`src/rtl/demux4_stream_pkg.sv`:
```
// ----------------------------------------------------------------------------
// demux_pkg
// Shared constants and types for the 1:4 stream demultiplexer.
//   NUM_PORTS  : number of output streams
//   FIFO_DEPTH : entries per output queue
//   port_idx_t : destination port index (2 bits)
//   occ_t      : queue occupancy (0..FIFO_DEPTH)
// ----------------------------------------------------------------------------
package demux_pkg;

   localparam int NUM_PORTS  = 4;
   localparam int FIFO_DEPTH = 2;

   typedef logic [1:0] port_idx_t;
   typedef logic [1:0] occ_t;

endpackage : demux_pkg

```
`src/rtl/demux4_stream_if.sv`:
```
// ----------------------------------------------------------------------------
// demux4_stream_if
// Bundles the input stream, the four output streams and the busy flag.
//   in_data/in_sel/in_valid  : upstream payload, destination, valid
//   in_ready                 : block can accept the payload for in_sel
//   out0..out3               : head data of each port queue
//   out_valid/out_ready      : per-port handshake, bit k = port k
//   busy                     : any port queue non-empty
// Modports: master = stimulus/consumer side, slave = the demux itself.
// ----------------------------------------------------------------------------
interface demux4_stream_if #(
   parameter int N = 32
);
   import demux_pkg::*;

   logic [N-1:0]           in_data;
   port_idx_t              in_sel;
   logic                   in_valid;
   logic                   in_ready;
   logic [N-1:0]           out0;
   logic [N-1:0]           out1;
   logic [N-1:0]           out2;
   logic [N-1:0]           out3;
   logic [NUM_PORTS-1:0]   out_valid;
   logic [NUM_PORTS-1:0]   out_ready;
   logic                   busy;

   modport master (
      output in_data, in_sel, in_valid, out_ready,
      input  in_ready, out0, out1, out2, out3, out_valid, busy
   );

   modport slave (
      input  in_data, in_sel, in_valid, out_ready,
      output in_ready, out0, out1, out2, out3, out_valid, busy
   );

endinterface : demux4_stream_if

```
`src/rtl/demux4_stream_fifo2.sv`:
```
// ----------------------------------------------------------------------------
// stream_fifo2
// Two-entry N-bit FIFO with registered occupancy.
//   clk, rst  : clock, asynchronous active-low reset
//   i_push    : append i_data (ignored when full)
//   i_data    : payload to append
//   i_pop     : drop the head entry (ignored when empty)
//   o_full    : occupancy == FIFO_DEPTH
//   o_empty   : occupancy == 0
//   o_head    : oldest entry, meaningful only while !o_empty
// ----------------------------------------------------------------------------
module stream_fifo2
   import demux_pkg::*;
#(
   parameter int N = 32
) (
   input  logic          clk,
   input  logic          rst,
   input  logic          i_push,
   input  logic [N-1:0]  i_data,
   input  logic          i_pop,
   output logic          o_full,
   output logic          o_empty,
   output logic [N-1:0]  o_head
);

   logic [N-1:0] r_mem [FIFO_DEPTH];
   logic         r_wptr;
   logic         r_rptr;
   occ_t         r_count;

   logic         w_push;
   logic         w_pop;

   assign o_full  = (r_count == occ_t'(FIFO_DEPTH));
   assign o_empty = (r_count == '0);

   // Guard against overflow/underflow so callers may drive push/pop freely.
   assign w_push = i_push & ~o_full;
   assign w_pop  = i_pop  & ~o_empty;

   always_ff @(posedge clk or negedge rst) begin
      if (!rst) begin
         r_wptr  <= 1'b0;
         r_rptr  <= 1'b0;
         r_count <= '0;
      end else begin
         if (w_push) r_wptr <= ~r_wptr;
         if (w_pop)  r_rptr <= ~r_rptr;
         // Push+pop together leaves occupancy unchanged; with one entry the
         // read pointer moves onto the slot just written, so the new entry
         // becomes head on the next cycle.
         case ({w_push, w_pop})
            2'b10:   r_count <= r_count + 2'd1;
            2'b01:   r_count <= r_count - 2'd1;
            default: r_count <= r_count;
         endcase
      end
   end

   // Payload storage carries no reset; head is only looked at when valid.
   always_ff @(posedge clk) begin
      if (w_push) r_mem[r_wptr] <= i_data;
   end

   assign o_head = r_mem[r_rptr];

endmodule : stream_fifo2

```
`src/rtl/demux4_stream.sv`:
```
// ----------------------------------------------------------------------------
// demux4_stream
// Routes one valid/ready input stream to one of four output streams chosen
// by in_sel. Each port has its own 2-entry queue, so a stalled consumer only
// blocks traffic addressed to its own port.
//   clk  : system clock
//   rst  : asynchronous active-low reset (clears all queues)
//   bus  : demux4_stream_if slave view (input stream, 4 output streams, busy)
// ----------------------------------------------------------------------------
module demux4_stream
   import demux_pkg::*;
#(
   parameter int N = 32
) (
   input  logic              clk,
   input  logic              rst,
   demux4_stream_if.slave    bus
);

   logic [NUM_PORTS-1:0] w_push;
   logic [NUM_PORTS-1:0] w_full;
   logic [NUM_PORTS-1:0] w_empty;
   logic [N-1:0]         w_head [NUM_PORTS];
   logic                 w_in_ready;

   // Readiness depends only on registered occupancy of the addressed port,
   // never on out_ready, which keeps the input and output handshakes apart.
   assign w_in_ready = ~w_full[bus.in_sel];

   generate
      for (genvar gi = 0; gi < NUM_PORTS; gi++) begin : g_port
         assign w_push[gi] = bus.in_valid & w_in_ready
                           & (bus.in_sel == port_idx_t'(gi));

         stream_fifo2 #(
            .N (N)
         ) u_fifo (
            .clk     (clk),
            .rst     (rst),
            .i_push  (w_push[gi]),
            .i_data  (bus.in_data),
            .i_pop   (bus.out_ready[gi]),
            .o_full  (w_full[gi]),
            .o_empty (w_empty[gi]),
            .o_head  (w_head[gi])
         );
      end
   endgenerate

   assign bus.in_ready  = w_in_ready;
   assign bus.out_valid = ~w_empty;
   assign bus.busy      = |(~w_empty);
   assign bus.out0      = w_head[0];
   assign bus.out1      = w_head[1];
   assign bus.out2      = w_head[2];
   assign bus.out3      = w_head[3];

endmodule : demux4_stream

```
`src/flat_wrapper.sv`:
```
// flat-port wrapper written by rule: the top's interface ports become plain ports
module demux4_stream_flat import demux_pkg::*;
#(
   parameter int N = 32
)
  (clk, rst, bus_in_data, bus_in_sel, bus_in_valid, bus_out_ready, bus_in_ready, bus_out0, bus_out1, bus_out2, bus_out3, bus_out_valid, bus_busy);
  demux4_stream_if #(.N(N)) bus_i ();
  input  logic clk;
  input  logic rst;
  input wire logic [$bits(bus_i.in_data)-1:0] bus_in_data;
  input wire logic [$bits(bus_i.in_sel)-1:0] bus_in_sel;
  input wire logic [$bits(bus_i.in_valid)-1:0] bus_in_valid;
  input wire logic [$bits(bus_i.out_ready)-1:0] bus_out_ready;
  output wire logic [$bits(bus_i.in_ready)-1:0] bus_in_ready;
  output wire logic [$bits(bus_i.out0)-1:0] bus_out0;
  output wire logic [$bits(bus_i.out1)-1:0] bus_out1;
  output wire logic [$bits(bus_i.out2)-1:0] bus_out2;
  output wire logic [$bits(bus_i.out3)-1:0] bus_out3;
  output wire logic [$bits(bus_i.out_valid)-1:0] bus_out_valid;
  output wire logic [$bits(bus_i.busy)-1:0] bus_busy;
  assign bus_i.in_data = bus_in_data;
  assign bus_i.in_sel = bus_in_sel;
  assign bus_i.in_valid = bus_in_valid;
  assign bus_i.out_ready = bus_out_ready;
  assign bus_in_ready = bus_i.in_ready;
  assign bus_out0 = bus_i.out0;
  assign bus_out1 = bus_i.out1;
  assign bus_out2 = bus_i.out2;
  assign bus_out3 = bus_i.out3;
  assign bus_out_valid = bus_i.out_valid;
  assign bus_busy = bus_i.busy;
  demux4_stream #(.N(N)) u_core (.clk(clk), .rst(rst), .bus(bus_i));
endmodule
```
`config.mk`:
```
export PLATFORM = sky130hd
export DESIGN_NAME = demux4_stream_flat
export DESIGN_NICKNAME = d
export VERILOG_FILES = /design/src/rtl/demux4_stream_pkg.sv /design/src/rtl/demux4_stream_if.sv /design/src/rtl/demux4_stream_fifo2.sv /design/src/rtl/demux4_stream.sv /design/src/flat_wrapper.sv
export SDC_FILE = /design/constraint.sdc
export NUM_CORES = 1
export LEC_CHECK = 0
export CAP_MARGIN = 25
export CORE_MARGIN = 2
export CORE_UTILIZATION = 45
export DETAILED_ROUTE_END_ITERATION = 6
export MAX_ROUTING_LAYER = met4
export PLACE_DENSITY = 0.77
export SKIP_CTS_REPAIR_TIMING = 1
export SYNTH_ARGS = -nofsm -noshare
export SYNTH_HDL_FRONTEND = slang
export SYNTH_SLANG_ARGS = --single-unit
```
`constraint.sdc`:
```
create_clock -name clk -period 2.4 [get_ports clk]
set_input_delay 0.48 -clock clk [delete_from_list [all_inputs] [get_ports clk]]
set_output_delay 0.48 -clock clk [all_outputs]
set_load 0.01 [all_outputs]
```
==> results_dict.tcl, run 1 <==
set metrics [dict create \
    min-delay-path-class "primary input to asynchronous set/reset pin" \
    synth_top_area_cell "edfxtp_1" \
    vias 5129 \
    hpwl_um 13200 \
    numCtsBuffers 27 \
    diodes 0 \
    setup_violations 0 \
    clk_path_buf_depth 3 \
    cpPeakStageDelay_ns 0.52 \
    worst_pin_slew_ns 0.744 \
    routedWlPerCell_um 22.4 \
    crit_arrival_ns 1.90 \
    p_leak_uw 0.00578 \
    outcome "completed" \
    drv_cap 0 \
    hold_violations 0 \
    drive_gt1_share_pct 31.9 \
    synth.most_common_cell "edfxtp_1" \
    worst_skew_pair.late_latency_ns 0.51 \
    clock.fmax_ghz 0.421 \
    route.detailed.drc 0 \
    crit_type "register to output port" \
    dieArea_mm2 0.0235 \
    synthToLayoutAreaGrowth_pct 39.2 \
    maxSlewViolCount 0 \
    die_h_um 153 \
    synth-seq-cells 272 \
    whs_ns 0.409 \
    ys_types 22 \
    portBuffers 174 \
    post-route-util_pct 64.0 \
    dr.pass1.iters 4 \
    synth_commonest_cells "edfxtp_1 (256), mux2_2 (128), dfrtp_1 (16)" \
    synth_ff_type "edfxtp_1" \
    nets 747 \
    grt_overflow 0 \
    drt_iter0_drc 251 \
    synthTopCellsByArea "edfxtp_1 (77%), mux2_2 (14%), dfrtp_1 (4.0%)" \
    synth_top_area_share_pct 76.6 \
    syn-instance-count 474 \
    avgSynthCellArea_um2 21.2 \
    initial_utilization_pct 46.0 \
    mappedNetlistArea_mm2 0.0100 \
    antenna_found_initial 0 \
    synth_fp_nets 519 \
    critPathSlowestCell "or4_4" \
    yosysSeqAreaShare_pct 80.6 \
    crit_path_cell_trace "or2_4 -> or4_4 -> clkbuf_2" \
    period_needed_ns 2.38 \
    routed_via_density 5.14 \
    die_width_um 153 \
    cts_tree "done" \
    required_ns 1.92 \
    peakVddDrop_v 0.000923 \
    fin_total_pwr_uw 15000 \
    grt_pass1_vias 5460 \
    synth-async-reset-ratio_pct 5.88 \
    io_pins 175 \
    cp-start-kind "register" \
    synth-edff-count 256 \
    rsz0062_at_grt "true" \
    max_slew_margin_pct 50.2 \
    rows 54 \
    clockRootBuffer "clkbuf_16" \
    finalCritPeriodShare_pct 99.1 \
    final_cells 998 \
    reg2reg_setup_slack_ns 0.58 \
    grt_max_degree 33 \
    place_inst 936 \
    gp_congestion 0.797 \
    skew_ns 0.0121 \
    groute.usage.overall_pct 17.8 \
    clkTransAtPathRegs_ns 0.06 \
    htreeDepth 1 \
    p_per_area_mw_per_mm2 1070 \
    worstPathMaxFanout 3 \
    clock-sinks 272 \
    drt-total-wl_um 22400 \
    core_area_mm2 0.0218 \
    yosys_warnings 0 \
    drt.antenna.violating_nets 0 \
    cp-end-kind "output port" \
    grt_pass1_wl_um 31200 \
]
==> final timing paths <==
kind	start	to	depth (start not counted)
worst max-delay path	u_core.g_port[0].u_fifo.r_count[1]	bus_busy	3
worst min-delay path	rst	u_core.g_port[1].u_fifo.r_count[1]	1
worst max register to register	u_core.g_port[1].u_fifo.r_count[0]	u_core.g_port[1].u_fifo.r_count[1]	6
worst min register to register	u_core.g_port[1].u_fifo.r_count[1]	u_core.g_port[1].u_fifo.r_count[1]	1
max in group asynchronous	rst	u_core.g_port[3].u_fifo.r_rptr	1
min in group clk	u_core.g_port[1].u_fifo.r_count[1]	u_core.g_port[1].u_fifo.r_count[1]	1
==> critical path: cells and delay by family, from the launching register on <==
family / cells / cell delay [ns]
AND/OR/NAND/NOR: 2 / 0.80
buffers and inverters: 1 / 0.14
flip-flops: 1 / 0.45
==> final cells by class <==
| class | count | area, um^2 |
|---|---|---|
| clock inverter | 15 | 188 |
| timing repair buffer | 215 | 2720 |
| multi-input combinational | 183 | 1920 |
| sequential | 272 | 8090 |
| clock buffer | 30 | 687 |
| inverter | 3 | 11.3 |
| tap | 280 | 350 |
| fill | 1402 | 7850 |
==> stage by stage <==
stage | cell area (um^2) | worst slack [ns] | setup TNS, ns
floorplan | 10000 | -0.147 | -18.79
CTS | 13300 | -0.314 | -19.53
global placement | 12500 | -0.0719 | -0.0719
finish | 14000 | 0.0220 | 0
global route | 14000 | -0.0104 | -0.0104
detailed placement | 12500 | -0.0581 | -0.107
==> cells by family after synthesis <==
group / after synthesis / share of synthesized area, %
xor+xnor: 20 / 1.75
fa+ha+maj: 4 / 0.499
buf+inv: 19 / 0.860
flops: 272 / 80.6
mux: 129 / 14.6
simple gates: 30 / 1.71
==> metal layers <==
layer	vias to the layer above	part of all wire [%]	global-route usage [%]	wire, um
met3	30	5.2	3.06	1160
met2	170	52	30.8	11600
met4	0	1.3	4.28	281
met5	-	0	-	0
met1	2626	41	22.1	9270
li1	2303	-	-	-
==> cell usage in the layout (no fill, tap or decap) <==
cell type / instances
inv_8: 1
buf_4: 13
clkinv_1: 1
or2_1: 2
buf_12: 20
clkbuf_16: 33
xor2_1: 8
or2_2: 1
clkbuf_1: 3
nand4_1: 1
and2_1: 4
nor2_1: 4
ha_1: 4
clkinv_2: 6
dfrtp_2: 5
mux4_2: 1
nand2b_4: 1
nand2_1: 1
xnor2_1: 12
nor3b_1: 1
clkdlybuf4s50_1: 46
nand2b_1: 3
mux2_2: 128
and3_2: 1
nand4b_1: 2
dlymetal6s2s_1: 127
bufinv_16: 4
inv_1: 3
nor2_4: 7
or2_4: 1
clkbuf_2: 2
or4_4: 1
buf_6: 1
clkinvlp_4: 3
dfrtp_1: 11
edfxtp_1: 256
==> flip-flops by register name (all words and copies together), names as in the netlist <==
register and count:
u_core.g_port.u_fifo.r_wptr 4, u_core.g_port.u_fifo.r_rptr 4, u_core.g_port.u_fifo.r_count 8, u_core.g_port.u_fifo.r_mem 256
==> power by group <==
| part | total, uW | internal [uW] | switching, uW |
|---|---|---|---|
| registers | 5910 | 5670 | 241 |
| clock network | 4120 | 2480 | 1640 |
| logic | 4990 | 2830 | 2160 |
| total | 15000 | 11000 | 4040 |
Note: power is estimated with default switching activity, not from simulation.
==> inputs of run 2 (changes only) <==
--- a/config.mk
+++ b/config.mk
@@ -8,6 +8,7 @@
 export CAP_MARGIN = 25
 export CORE_MARGIN = 2
 export CORE_UTILIZATION = 45
+export CTS_CLUSTER_SIZE = 16
 export DETAILED_ROUTE_END_ITERATION = 6
 export MAX_ROUTING_LAYER = met4
 export PLACE_DENSITY = 0.77
==> results of run 2 <==
Final layout, timing and power as in run 1 (identical DEF).
==> inputs of run 3 (changes only) <==
--- a/config.mk
+++ b/config.mk
@@ -7,11 +7,11 @@
 export LEC_CHECK = 0
 export CAP_MARGIN = 25
 export CORE_MARGIN = 2
-export CORE_UTILIZATION = 45
+export CORE_UTILIZATION = 47
 export CTS_CLUSTER_SIZE = 16
 export DETAILED_ROUTE_END_ITERATION = 6
 export MAX_ROUTING_LAYER = met4
-export PLACE_DENSITY = 0.77
+export PLACE_DENSITY = 0.8
 export SKIP_CTS_REPAIR_TIMING = 1
 export SYNTH_ARGS = -nofsm -noshare
 export SYNTH_HDL_FRONTEND = slang
==> results_dict.tcl, run 3 (synthesized netlist as in run 1, its figures left out) <==
set metrics [dict create \
    largest_reg_flops 256 \
    skew_ns 0.0117 \
    rows 53 \
    clockRootBuffer "clkbuf_16" \
    core_area_mm2 0.0210 \
    finalCritPeriodShare_pct 98.6 \
    rr_endpoint "u_core.g_port[3].u_fifo.r_count[1]" \
    routed_via_density 5.13 \
    rsz0062_at_grt "true" \
    layout_commonest_cell "edfxtp_1" \
    gp_congestion 0.825 \
    die_h_um 150 \
    pre_cts_slack_ns -0.0776 \
    io_pins 175 \
    worstPathMaxFanout 3 \
    dieArea_mm2 0.0225 \
    period_needed_ns 2.37 \
    grt_pass1_vias 5308 \
    max_slew_margin_pct 47.4 \
    required_ns 1.92 \
    final_cell_mix "edfxtp_1 (256), mux2_2 (128), dlymetal6s2s_1 (126)" \
    drt.antenna.violating_nets 0 \
    outcome "completed" \
    worst_skew_pair.late_latency_ns 0.51 \
    drt-total-wl_um 22200 \
    initial_utilization_pct 47.9 \
    hold_violations 0 \
    routedWlPerCell_um 22.2 \
    crit_arrival_ns 1.89 \
    numCtsBuffers 27 \
    drt_iter0_drc 260 \
    worst_pin_slew_ns 0.787 \
    final.setup.worst_slack_ns 0.0327 \
    min-delay-path-class "primary input to asynchronous set/reset pin" \
    peakVddDrop_v 0.000790 \
    crit_type "register to output port" \
    clock-sinks 272 \
    reg2reg_setup_slack_ns 0.54 \
    rr_worst_depth 6 \
    grt_overflow 0 \
    clkTransAtPathRegs_ns 0.06 \
    antenna_found_initial 0 \
    nets 749 \
    cp-start-kind "register" \
    fillerInstances 1341 \
    cp-end-kind "output port" \
    htreeDepth 1 \
    groute.usage.overall_pct 18.8 \
    clock.fmax_ghz 0.422 \
    route.detailed.drc 0 \
    post-route-util_pct 66.3 \
    vias 5120 \
    regMostFlops "u_core.g_port.u_fifo.r_mem" \
    reg2reg_from "u_core.g_port[3].u_fifo.r_count[0]" \
    diodes 0 \
    grt_max_degree 21 \
    synthToLayoutAreaGrowth_pct 38.5 \
    p_leak_uw 0.00574 \
    clk_path_buf_depth 3 \
    grt_pass1_wl_um 30800 \
    p_per_area_mw_per_mm2 1060 \
    hpwl_um 13600 \
    cts_tree "done" \
    reg_top3 "u_core.g_port.u_fifo.r_mem x256, u_core.g_port.u_fifo.r_count x8" \
    maxSlewViolCount 0 \
    setup_violations 0 \
    die_width_um 150 \
    drv_cap 0 \
    drive_gt1_share_pct 31.1 \
    dr.pass1.iters 4 \
    portBuffers 174 \
]
run 3: worst max path at each step:
stage	from	end	cells past startpoint
finish	u_core.g_port[0].u_fifo.r_count[1]	bus_busy	3
global route	u_core.g_port[0].u_fifo.r_count[1]	bus_busy	3
CTS	u_core.g_port[0].u_fifo.r_count[0]	bus_busy	3
detailed placement	bus_in_sel[0]	bus_in_ready	3
global placement	bus_in_sel[0]	bus_in_ready	3
floorplan	bus_in_sel[1]	u_core.g_port[1].u_fifo.r_mem[0][0]	2
run 3: layout make-up:
cell class | instances | area (um^2) | area share [%]
inverters | 3 | 11.3 | 0.0811
flip-flops and latches | 272 | 8090 | 58.3
multi-input cells | 183 | 1920 | 13.8
clock inverters | 14 | 143 | 1.03
clock buffers | 34 | 702 | 5.05
well taps | 275 | 344 | 2.48
repair buffers | 217 | 2680 | 19.3
run 3: report_power, final:
part           internal (uW)  switching, uW  total, uW  leakage (uW)
logic                   2730           2130       4860       0.00283
registers               5670            257       5930       0.00250
clock network           2380           1620       4000      0.000412
total                  10800           4010      14800       0.00574
run 3: metrics by stage:
| stage | power [uW] | area [um^2] | TNS (ns) | hold slack [ns] | cells |
|---|---|---|---|---|---|
| 2_1_floorplan | 8160 | 10000 | -18.79 | 0.184 | 474 |
| 3_3_place_gp | 10300 | 12500 | -0.0726 | 0.473 | 935 |
| 3_5_place_dp | 10400 | 12500 | -0.0776 | 0.478 | 935 |
| 4_1_cts | 14500 | 13300 | -14.02 | 0.425 | 983 |
| 5_1_grt | 15300 | 13900 | -0.0275 | 0.469 | 998 |
| 6_report | 14800 | 13900 | 0 | 0.423 | 998 |
run 3: metal layers:
| metal | share of wire (%) | vias to the layer above | GRT usage, % |
|---|---|---|---|
| met1 | 42 | 2632 | 24.7 |
| li1 | - | 2305 | - |
| met5 | 0 | - | - |
| met2 | 51 | 156 | 31.5 |
| met3 | 5.5 | 27 | 2.91 |
| met4 | 1.4 | 0 | 3.87 |
run 3: critical path, stage by stage (launching register included):
cell and delay, ns:
dfrtp_2 0.44, or2_4 0.27, or4_4 0.52, clkbuf_2 0.14
